===== config.mk =====
export PLATFORM = sky130hd
export DESIGN_NAME = tpu_sequencer
export DESIGN_NICKNAME = d
export VERILOG_FILES = /design/src/rtl/tpu_sequencer.sv
export SDC_FILE = /design/constraint.sdc
export NUM_CORES = 1
export LEC_CHECK = 0
export ABC_AREA = 1
export CORE_ASPECT_RATIO = 1.75
export CORE_MARGIN = 2
export CORE_UTILIZATION = 50
export CTS_CLUSTER_DIAMETER = 40
export DETAILED_ROUTE_END_ITERATION = 8
export HOLD_SLACK_MARGIN = 0.12
export PLACE_DENSITY_LB_ADDON = 0.05
export SLEW_MARGIN = 20
export SYNTH_ARGS = -nofsm -noshare
export SYNTH_HDL_FRONTEND = slang
export SYNTH_SLANG_ARGS = --single-unit

===== constraint.sdc =====
create_clock -name clk -period 3.35 [get_ports clk]
set_input_delay 1.005 -clock clk [delete_from_list [all_inputs] [get_ports clk]]
set_output_delay 1.005 -clock clk [all_outputs]
set_load 0.1 [all_outputs]

===== src/rtl/tpu_sequencer.sv =====
// tpu_sequencer: control FSM for the 4x4 TPU operand load, systolic run and result writeback
module tpu_sequencer #(
  parameter int N = 4,
  parameter int DW = 4,
  parameter int FEED_DIV = 4,
  parameter int RUN_STEPS = 17
) (
  input  logic          clk,
  input  logic          res,
  input  logic          start,
  input  logic          load_valid,
  input  logic [DW-1:0] load_a,
  input  logic [DW-1:0] load_b,
  output logic          load_ready,
  output logic [4:0]    ram_addr,
  output logic          ram_wr_a,
  output logic          ram_wr_b,
  output logic          wb_sel,
  output logic [3:0]    res_idx,
  output logic [1:0]    demux_sel,
  output logic          sys_en,
  output logic          sys_clr,
  output logic          busy,
  output logic          done,
  output logic [2:0]    state
);
  localparam int NN = N * N;
  localparam int DVW = $clog2(FEED_DIV + 1);
  localparam int STW = $clog2(RUN_STEPS + 1);
  typedef enum logic [2:0] {IDLE = 3'd0, LOAD = 3'd1, RUN = 3'd2, WB = 3'd3, DONE = 3'd4} state_t;
  state_t state_q, state_d;
  logic [3:0] acc_q, acc_d, wb_q, wb_d, ra_q, ra_d;
  logic [DVW-1:0] div_q, div_d;
  logic [STW-1:0] step_q, step_d;
  logic step_hit;
  logic unused_load;
  assign unused_load = ^{load_a, load_b};
  assign state = state_q;
  assign step_hit = state_q == RUN && div_q == DVW'(FEED_DIV - 1);
  always_ff @(posedge clk) begin
    if (res) begin
      state_q <= IDLE;
      acc_q <= '0;
      wb_q <= '0;
      ra_q <= '0;
      div_q <= '0;
      step_q <= '0;
    end else begin
      state_q <= state_d;
      acc_q <= acc_d;
      wb_q <= wb_d;
      ra_q <= ra_d;
      div_q <= div_d;
      step_q <= step_d;
    end
  end
  always_comb begin
    state_d = state_q;
    acc_d = acc_q;
    wb_d = wb_q;
    ra_d = ra_q;
    div_d = div_q;
    step_d = step_q;
    load_ready = state_q == LOAD;
    busy = state_q != IDLE;
    done = state_q == DONE;
    wb_sel = state_q == WB;
    ram_wr_a = (state_q == LOAD && load_valid) || state_q == WB;
    ram_wr_b = state_q == LOAD && load_valid;
    res_idx = state_q == WB ? wb_q : 4'd0;
    ram_addr = {1'b0, state_q == LOAD ? acc_q : state_q == RUN ? ra_q : state_q == WB ? wb_q : 4'd0};
    demux_sel = state_q == RUN ? ra_q[1:0] : 2'd0;
    sys_en = step_hit;
    sys_clr = state_q == RUN && div_q == '0 && step_q == '0;
    case (state_q)
      IDLE: if (start) begin
        state_d = LOAD;
        acc_d = '0;
      end
      LOAD: if (load_valid) begin
        acc_d = acc_q + 4'd1;
        if (acc_q == 4'(NN - 1)) begin
          state_d = RUN;
          div_d = '0;
          step_d = '0;
          ra_d = '0;
        end
      end
      RUN: begin
        ra_d = ra_q + 4'd1;
        div_d = step_hit ? '0 : div_q + 1'b1;
        if (step_hit) begin
          step_d = step_q + 1'b1;
          if (step_q == STW'(RUN_STEPS - 1)) begin
            state_d = WB;
            wb_d = '0;
          end
        end
      end
      WB: begin
        wb_d = wb_q + 4'd1;
        if (wb_q == 4'(NN - 1)) state_d = DONE;
      end
      default: state_d = IDLE;
    endcase
  end
endmodule


==> results of run 1 <==
-- metrics by stage --
step                hold WS (ps)  setup TNS [ps]  area, µm²
floorplan                    452           -2080       1490
finish                       485               0       1770
global route                 521               0       1770
detailed placement           478               0       1720
CTS                          489               0       1770
global placement             467               0       1720
-- logic make-up after synthesis --
kind of cell | count (synthesis) | share of synthesized area
AO/OA/AOI/OAI | 29 | 0.115
XOR/XNOR | 5 | 0.0306
adder cells (fa/ha/maj) | 7 | 0.0612
buffers and inverters | 31 | 0.0866
flip-flops | 23 | 0.322
other | 1 | 0.00262
AND/OR/NAND/NOR | 113 | 0.382
-- flip-flops by register name, summed over array words and instances, names as in the netlist --
name / count
div_q: 3
state: 3
acc_q: 4
wb_q: 4
ra_q: 4
step_q: 5
-- cell usage in the layout, fill, tap and decap left out, types with 2 or more instances in the layout --
cell / instances
nand2_1: 42
nor2_1: 27
inv_1: 25
nand3_1: 21
dfxtp_1: 20
buf_4: 20
a21oi_1: 17
nor2_4: 7
ha_1: 7
nand2_4: 4
o21ai_0: 4
xor2_1: 4
nand2_2: 3
clkbuf_8: 3
clkdlybuf4s50_1: 3
inv_4: 2
o211ai_1: 2
nor2_2: 2
o21ai_2: 2
buf_12: 2
dfxtp_4: 2
-- power by group through the flow --
stage | registers (W) | clock network (W) | logic, W
2_1_floorplan | 0.000454 | 0 | 0.000728
3_3_place_gp | 0.000388 | 0 | 0.000979
3_5_place_dp | 0.000392 | 0 | 0.000990
4_1_cts | 0.000385 | 0.000179 | 0.000992
5_1_grt | 0.000392 | 0.000191 | 0.00105
6_report | 0.000386 | 0.000176 | 0.000989
-- worst max-delay path by stage --
stage | end | slack [ps] | start
final | ram_wr_a | 300 | load_valid
after floorplan | ram_addr[2] | -650 | state[0]
after CTS | ram_wr_a | 290 | load_valid
after detailed placement | ram_wr_a | 300 | load_valid
after global routing | ram_wr_a | 260 | load_valid
after global placement | ram_wr_a | 300 | load_valid
-- final cells by class --
cell class	instances	area, µm²
Clock buffer	3	41.3
Clock inverter	1	5.00
Fill cell	253	952
Inverter	28	110
Multi-Input combinational cell	155	890
Sequential cell	23	469
Tap cell	27	33.8
Timing Repair Buffer	25	220
-- per-layer routing --
layer | vias up | global-route usage | share of wire
li1 | 719 | - | -
met1 | 662 | 0.243 | 0.39
met2 | 30 | 0.433 | 0.55
met3 | 8 | 0.0288 | 0.031
met4 | 0 | 0.135 | 0.022
met5 | - | 0 | 0
-- worst register-to-register path, stage by stage (launching register included) --
cell and delay, ps:
dfxtp_1 360, ha_1 180, inv_1 40, nor2_1 150, nand2_1 90, o21ai_2 280
nand2_2 140, nand2_1 90, a21oi_1 50
==> key figures, run 1 <==
Worst setup path
  – Worst path depth: 4
  – CP max stage cell: clkdlybuf4s50_1
  – FF-to-FF path depth: 8
  – Crit-path leading delay family: buffers and inverters
  – FF-to-FF End: wb_q[3]
  – Startpoint types: primary input
  – Worst reg2reg path startpoint: div_q[1]
  – CP Cell Sequence: clkdlybuf4s50_1 > inv_1 > o21ai_1 > buf_12
  – Kind of end point of the critical path: output pin
  – Crit path DAT: slightly above 2000 ps
  – Max incr delay on CP: 500 ps
  – Worst Setup Path Type: in -> out
  – Worst reg2reg setup slack: 1870 ps
  – CP max FO: 3
  – CP bufs+invs: 3
  – Data required time at the worst endpoint: 2340 ps

Synth
  – Synth cell count leaders: nand2_1, nor2_1, inv_1
  – Top-area cell type share of the netlist area: 0.322
  – Synth Instances: approximately 210
  – Post-Syn Nets: between 200 and 250
  – Syn Std Cell Area: 0.00143 mm²
  – Mean Syn Cell Area: 6.84 µm²
  – EDFF count, synth: 0
  – Yosys reg bits: 23
  – Most used DFF post-synth: dfxtp_1
  – FFs w/ async S/R, synth: 0
  – Seq/Total Area, Yosys: 0.322
  – Synth area leaders: dfxtp_1, nand2_1, nor2_1
  – Leading area contributor after synthesis: dfxtp_1
  – Netlist cell types: 30
  – Most frequent cell after synthesis: nand2_1
  – Synth warn: 0

Power and ir drop
  – Clk pwr share: 0.114
  – Worst IR Drop VDD: 0.782 mV
  – Switching Power: between 0.0009 and 0.001 W
  – Switching share of power: 0.587
  – Internal: 0.000641 W
  – PD cells: 877 mW/mm²
  – Share of power burned in registers: 0.249
  – Combinational Power Share: 0.638
  – Final Total Pwr: 0.00155 W
  – Pleak: roughly 0.80 nW

Cells and area
  – Non-filler instance count after layout: 262
  – Area grow syn2layout: 23.7%
  – Final net count: roughly 260
  – Finished Core Util: 0.650
  – Ant diodes: 0
  – Layout cell share with drive strength beyond 1: 0.234

Clock network
  – Postcts setup bufs: 0
  – CTS Buf Count: 3
  – Clk pin slew, worst setup/hold paths: 80 ps
  – Clock sinks: 23
  – Post-cts resize count: 0
  – CTS tree: built
  – Deepest clock path buffer count: 2
  – CTS Hold Buffers Added: 0
  – Root buf cell: clkbuf_8
  – CTS H-tree depth: 1
  – Worst skew pair latency: roughly 270 ps

STA
  – Count of final max-slew check failures: 0
  – Fin. Hold Viols: 0
  – Fmax achieved: 0.328 GHz
  – Final setup viols: 0
  – Fin crit period: 3050 ps
  – Worst clock skew: 5.11 ps
  – Smallest setup slack after layout: between 300 and 400 ps
  – Unrepaired setup endpoints after global routing: false
  – Period utilisation layout: 0.910

Placement
  – Pre-CTS worst setup slack: 300 ps
  – HPWL Detailed: 2.78 mm
  – Final Wtd Congestion: 0.863
  – Placed Instances: 258
  – # port buffers: 24

Global route
  – GRT overflow: 0
  – Total GRT Usage: 0.233
  – First-pass GRT wire length: ~5.8 mm
  – Vias in the first global route: 1350
  – Largest net degree at the start of global routing: 16
  – Initial antenna violation count: 0

Floorplanning
  – Core ar.: roughly 0.0027 mm²
  – Num ports: 34
  – Die height: 74.8 µm
  – Die width: 44.4 µm
  – Die area: 0.00332 mm²
  – Row count: 25
  – Initial core utilization: 0.526

Min path
  – HP Class: reg -> reg
  – Hold Crit Start: div_q[2]
  – WHS Endpoint: div_q[2]
  – Hold path depth: 2

Detailed routing
  – WL final: roughly 3.5 mm
  – Wire per inst: 13.2 µm
  – Remaining DRCs: 0
  – Vias post-DR: 1419
  – Final antenna-violating net count: 0
  – Drt pass-1 iters: 4
  – DR iter-0 viols: 50
  – Via density per instance: 5.42

Outcome
  – Status: completed

Flow run
  – Number of max-cap violations: 0
(Power assumes the default switching activity.)
==> run 2, diff against run 1 <==
==> constraint.sdc (replaced) <==
create_clock -name clk -period 3.35 [get_ports clk]
set_input_delay 0.67 -clock clk [delete_from_list [all_inputs] [get_ports clk]]
set_output_delay 0.67 -clock clk [all_outputs]
set_load 0.1 [all_outputs]
==> run 2 against run 1 <==
  * Hold slack lost 6.0 ps
  * Clock-buffer cell count grew 1
  * Cell count is the same
  * Sequential cell count is the same
  * Setup slack gained 610 ps
  * Die area is the same
  * Largest cell class unchanged
==> key figures, run 2 (synthesis gave the netlist of run 1 again) <==
Detailed routing
  – Top routing layer used: met4
  – Drt pass-1 iters: 5 (+1)
  – M1 WL: 1.34 mm (-2.0%)
  – Via density per instance: 5.31 (-1.9%)
  – Wire length on met3: 102 µm (-3.8%)
  – DR WL met2: 1.97 mm (+2.6%)
  – Remaining DRCs: 0 (unchanged)
  – DR iter-0 viols: 28 (-44%)
  – Vias post-DR: 1392 (-1.9%)
  – WL final: 3.46 mm (about the same)
  – Final antenna-violating net count: 0 (unchanged)
  – Wire per inst: 13.2 µm (about the same)

STA
  – Fmax achieved: 0.411 GHz (+25%)
  – Unrepaired setup endpoints after global routing: false
  – Fin. Hold Viols: 0 (unchanged)
  – Count of final max-slew check failures: 0 (unchanged)
  – Final setup viols: 0 (unchanged)
  – Hold_ws: 479 ps (-5.99 ps)
  – Setup TNS: 0 ps (unchanged)
  – Worst clock skew: 4.01 ps (-1.10 ps)
  – Fin crit period: 2430 ps (-613 ps)
  – Period utilisation layout: 0.727 (-0.183)

Worst setup path
  – Crit. Startpoint: load_valid
  – Data required time at the worst endpoint: 2680 ps (+340 ps)
  – CP max FO: 3 (unchanged)
  – Worst reg2reg setup slack: 1840 ps (-30 ps)
  – CP max stage cell: clkdlybuf4s50_1
  – Startpoint types: primary input
  – FF-to-FF End: wb_q[0]
  – Worst Setup Path Type: in -> out
  – CP Cell Sequence: clkdlybuf4s50_1 > inv_1 > o21ai_1 > buf_4
  – Kind of end point of the critical path: output pin
  – Max incr delay on CP: 510 ps (about the same)
  – FF-to-FF path depth: 8 (unchanged)
  – Crit path DAT: 1760 ps (-280 ps)
  – Worst reg2reg path startpoint: div_q[0]

Placement
  – Final Wtd Congestion: 0.867 (+0.44%)
  – # port buffers: 24 (unchanged)
  – HPWL Detailed: 2.71 mm (-2.3%)
  – Placed Instances: 258 (unchanged)

Min path
  – Hold path depth: 2 (unchanged)
  – WHS Endpoint: div_q[2]
  – Hold Crit Start: div_q[2]
  – HP Class: reg -> reg

Clock network
  – Root buf cell: clkbuf_8
  – CTS tree: built
  – Deepest clock path buffer count: 2 (unchanged)
  – Clk pin slew, worst setup/hold paths: 80 ps (about the same)
  – CTS Buf Count: 3 (unchanged)
  – CTS H-tree depth: 1 (unchanged)
  – Worst skew pair latency: 270 ps (about the same)
  – Postcts setup bufs: 0 (unchanged)
  – Clock sinks: 23 (unchanged)
  – Post-cts resize count: 0 (unchanged)
  – CTS Hold Buffers Added: 0 (unchanged)

Cells and area
  – Commonest cells after routing, fill and taps aside: nand2_1, nor2_1, inv_1
  – Sequential cell area: 469 µm² (unchanged)
  – Area grow syn2layout: 21.9%
  – Layout cell share with drive strength beyond 1: 0.230 (-0.00426)
  – Final net count: 255 (unchanged)
  – Non-filler instance count after layout: 262 (unchanged)
  – Commonest non-fill, non-tap cell in the layout: nand2_1
  – FILL cells: 266 (+5.1%)
  – Ant diodes: 0 (unchanged)
  – Finished Core Util: 0.640 (-0.00965)
  – Max reg flops: 5 (unchanged)
  – Area of the multi-input gates: 890 µm² (unchanged)
  – Register with the most flip-flops: step_q

Global route
  – Largest net degree at the start of global routing: 16 (unchanged)
  – Vias in the first global route: 1359 (+0.67%)
  – First-pass GRT wire length: 5.89 mm (+2.0%)
  – Total GRT Usage: 0.238 (+0.00463)
  – Initial antenna violation count: 0 (unchanged)
  – GRT overflow: 0 (unchanged)

Floorplanning
  – Num ports: 34 (unchanged)
  – Die height: 74.8 µm (unchanged)
  – Core ar.: 0.00272 mm² (unchanged)
  – Die width: 44.4 µm (unchanged)
  – Row count: 25 (unchanged)
  – Die area: 0.00332 mm² (unchanged)
  – Initial core utilization: 0.526 (unchanged)

Power and ir drop
  – Pleak: 0.788 nW (-1.1%)
  – Worst IR Drop VDD: 0.782 mV (about the same)
  – PD cells: 873 mW/mm² (-0.44%)
  – Final Total Pwr: 0.00152 W (-1.9%)

Flow run
  – Number of max-cap violations: 0 (unchanged)

Outcome
  – Status: completed
-- run 2: report_power, final --
| part | switching, W | total, W | internal, W | leakage [nW] |
|---|---|---|---|---|
| Clock | 0.0000901 | 0.000175 | 0.0000850 | 0.0228 |
| Sequential | 0.0000648 | 0.000383 | 0.000318 | 0.188 |
| Combinational | 0.000745 | 0.000964 | 0.000219 | 0.577 |
-- run 2: worst max path at each step --
| stage | end | slack, ps | cells past startpoint |
|---|---|---|---|
| floorplan | ram_addr[2] | -310 | 5 |
| global placement | ram_wr_a | 950 | 4 |
| detailed placement | ram_wr_a | 930 | 4 |
| CTS | ram_wr_a | 920 | 4 |
| global route | ram_addr[0] | 870 | 6 |
| finish | ram_wr_a | 920 | 4 |
-- run 2: worst max-delay path: cells and delay by family --
| kind | cells | cell delay [ps] |
|---|---|---|
| AO/OA/AOI/OAI | 1 | 170 |
| buffers and inverters | 3 | 920 |
-- run 2: area by class of cell --
cell class / count / area share
Sequential cell: 23 / 0.269
Timing Repair Buffer: 25 / 0.112
Tap cell: 27 / 0.0194
Clock buffer: 4 / 0.0258
Inverter: 28 / 0.0632
Multi-Input combinational cell: 155 / 0.510
-- run 2: layer usage --
layer | track usage | vias to the layer above
li1 | - | 716
met3 | 0.0264 | 6
met1 | 0.256 | 642
met4 | 0.118 | 0
met2 | 0.444 | 28
met5 | 0 | -
-- run 2: metrics by stage --
step / setup slack (ps) / instance area, µm²
2_1_floorplan: -314 / 1490
3_3_place_gp: 954 / 1700
3_5_place_dp: 926 / 1700
4_1_cts: 920 / 1740
5_1_grt: 870 / 1740
6_report: 916 / 1740
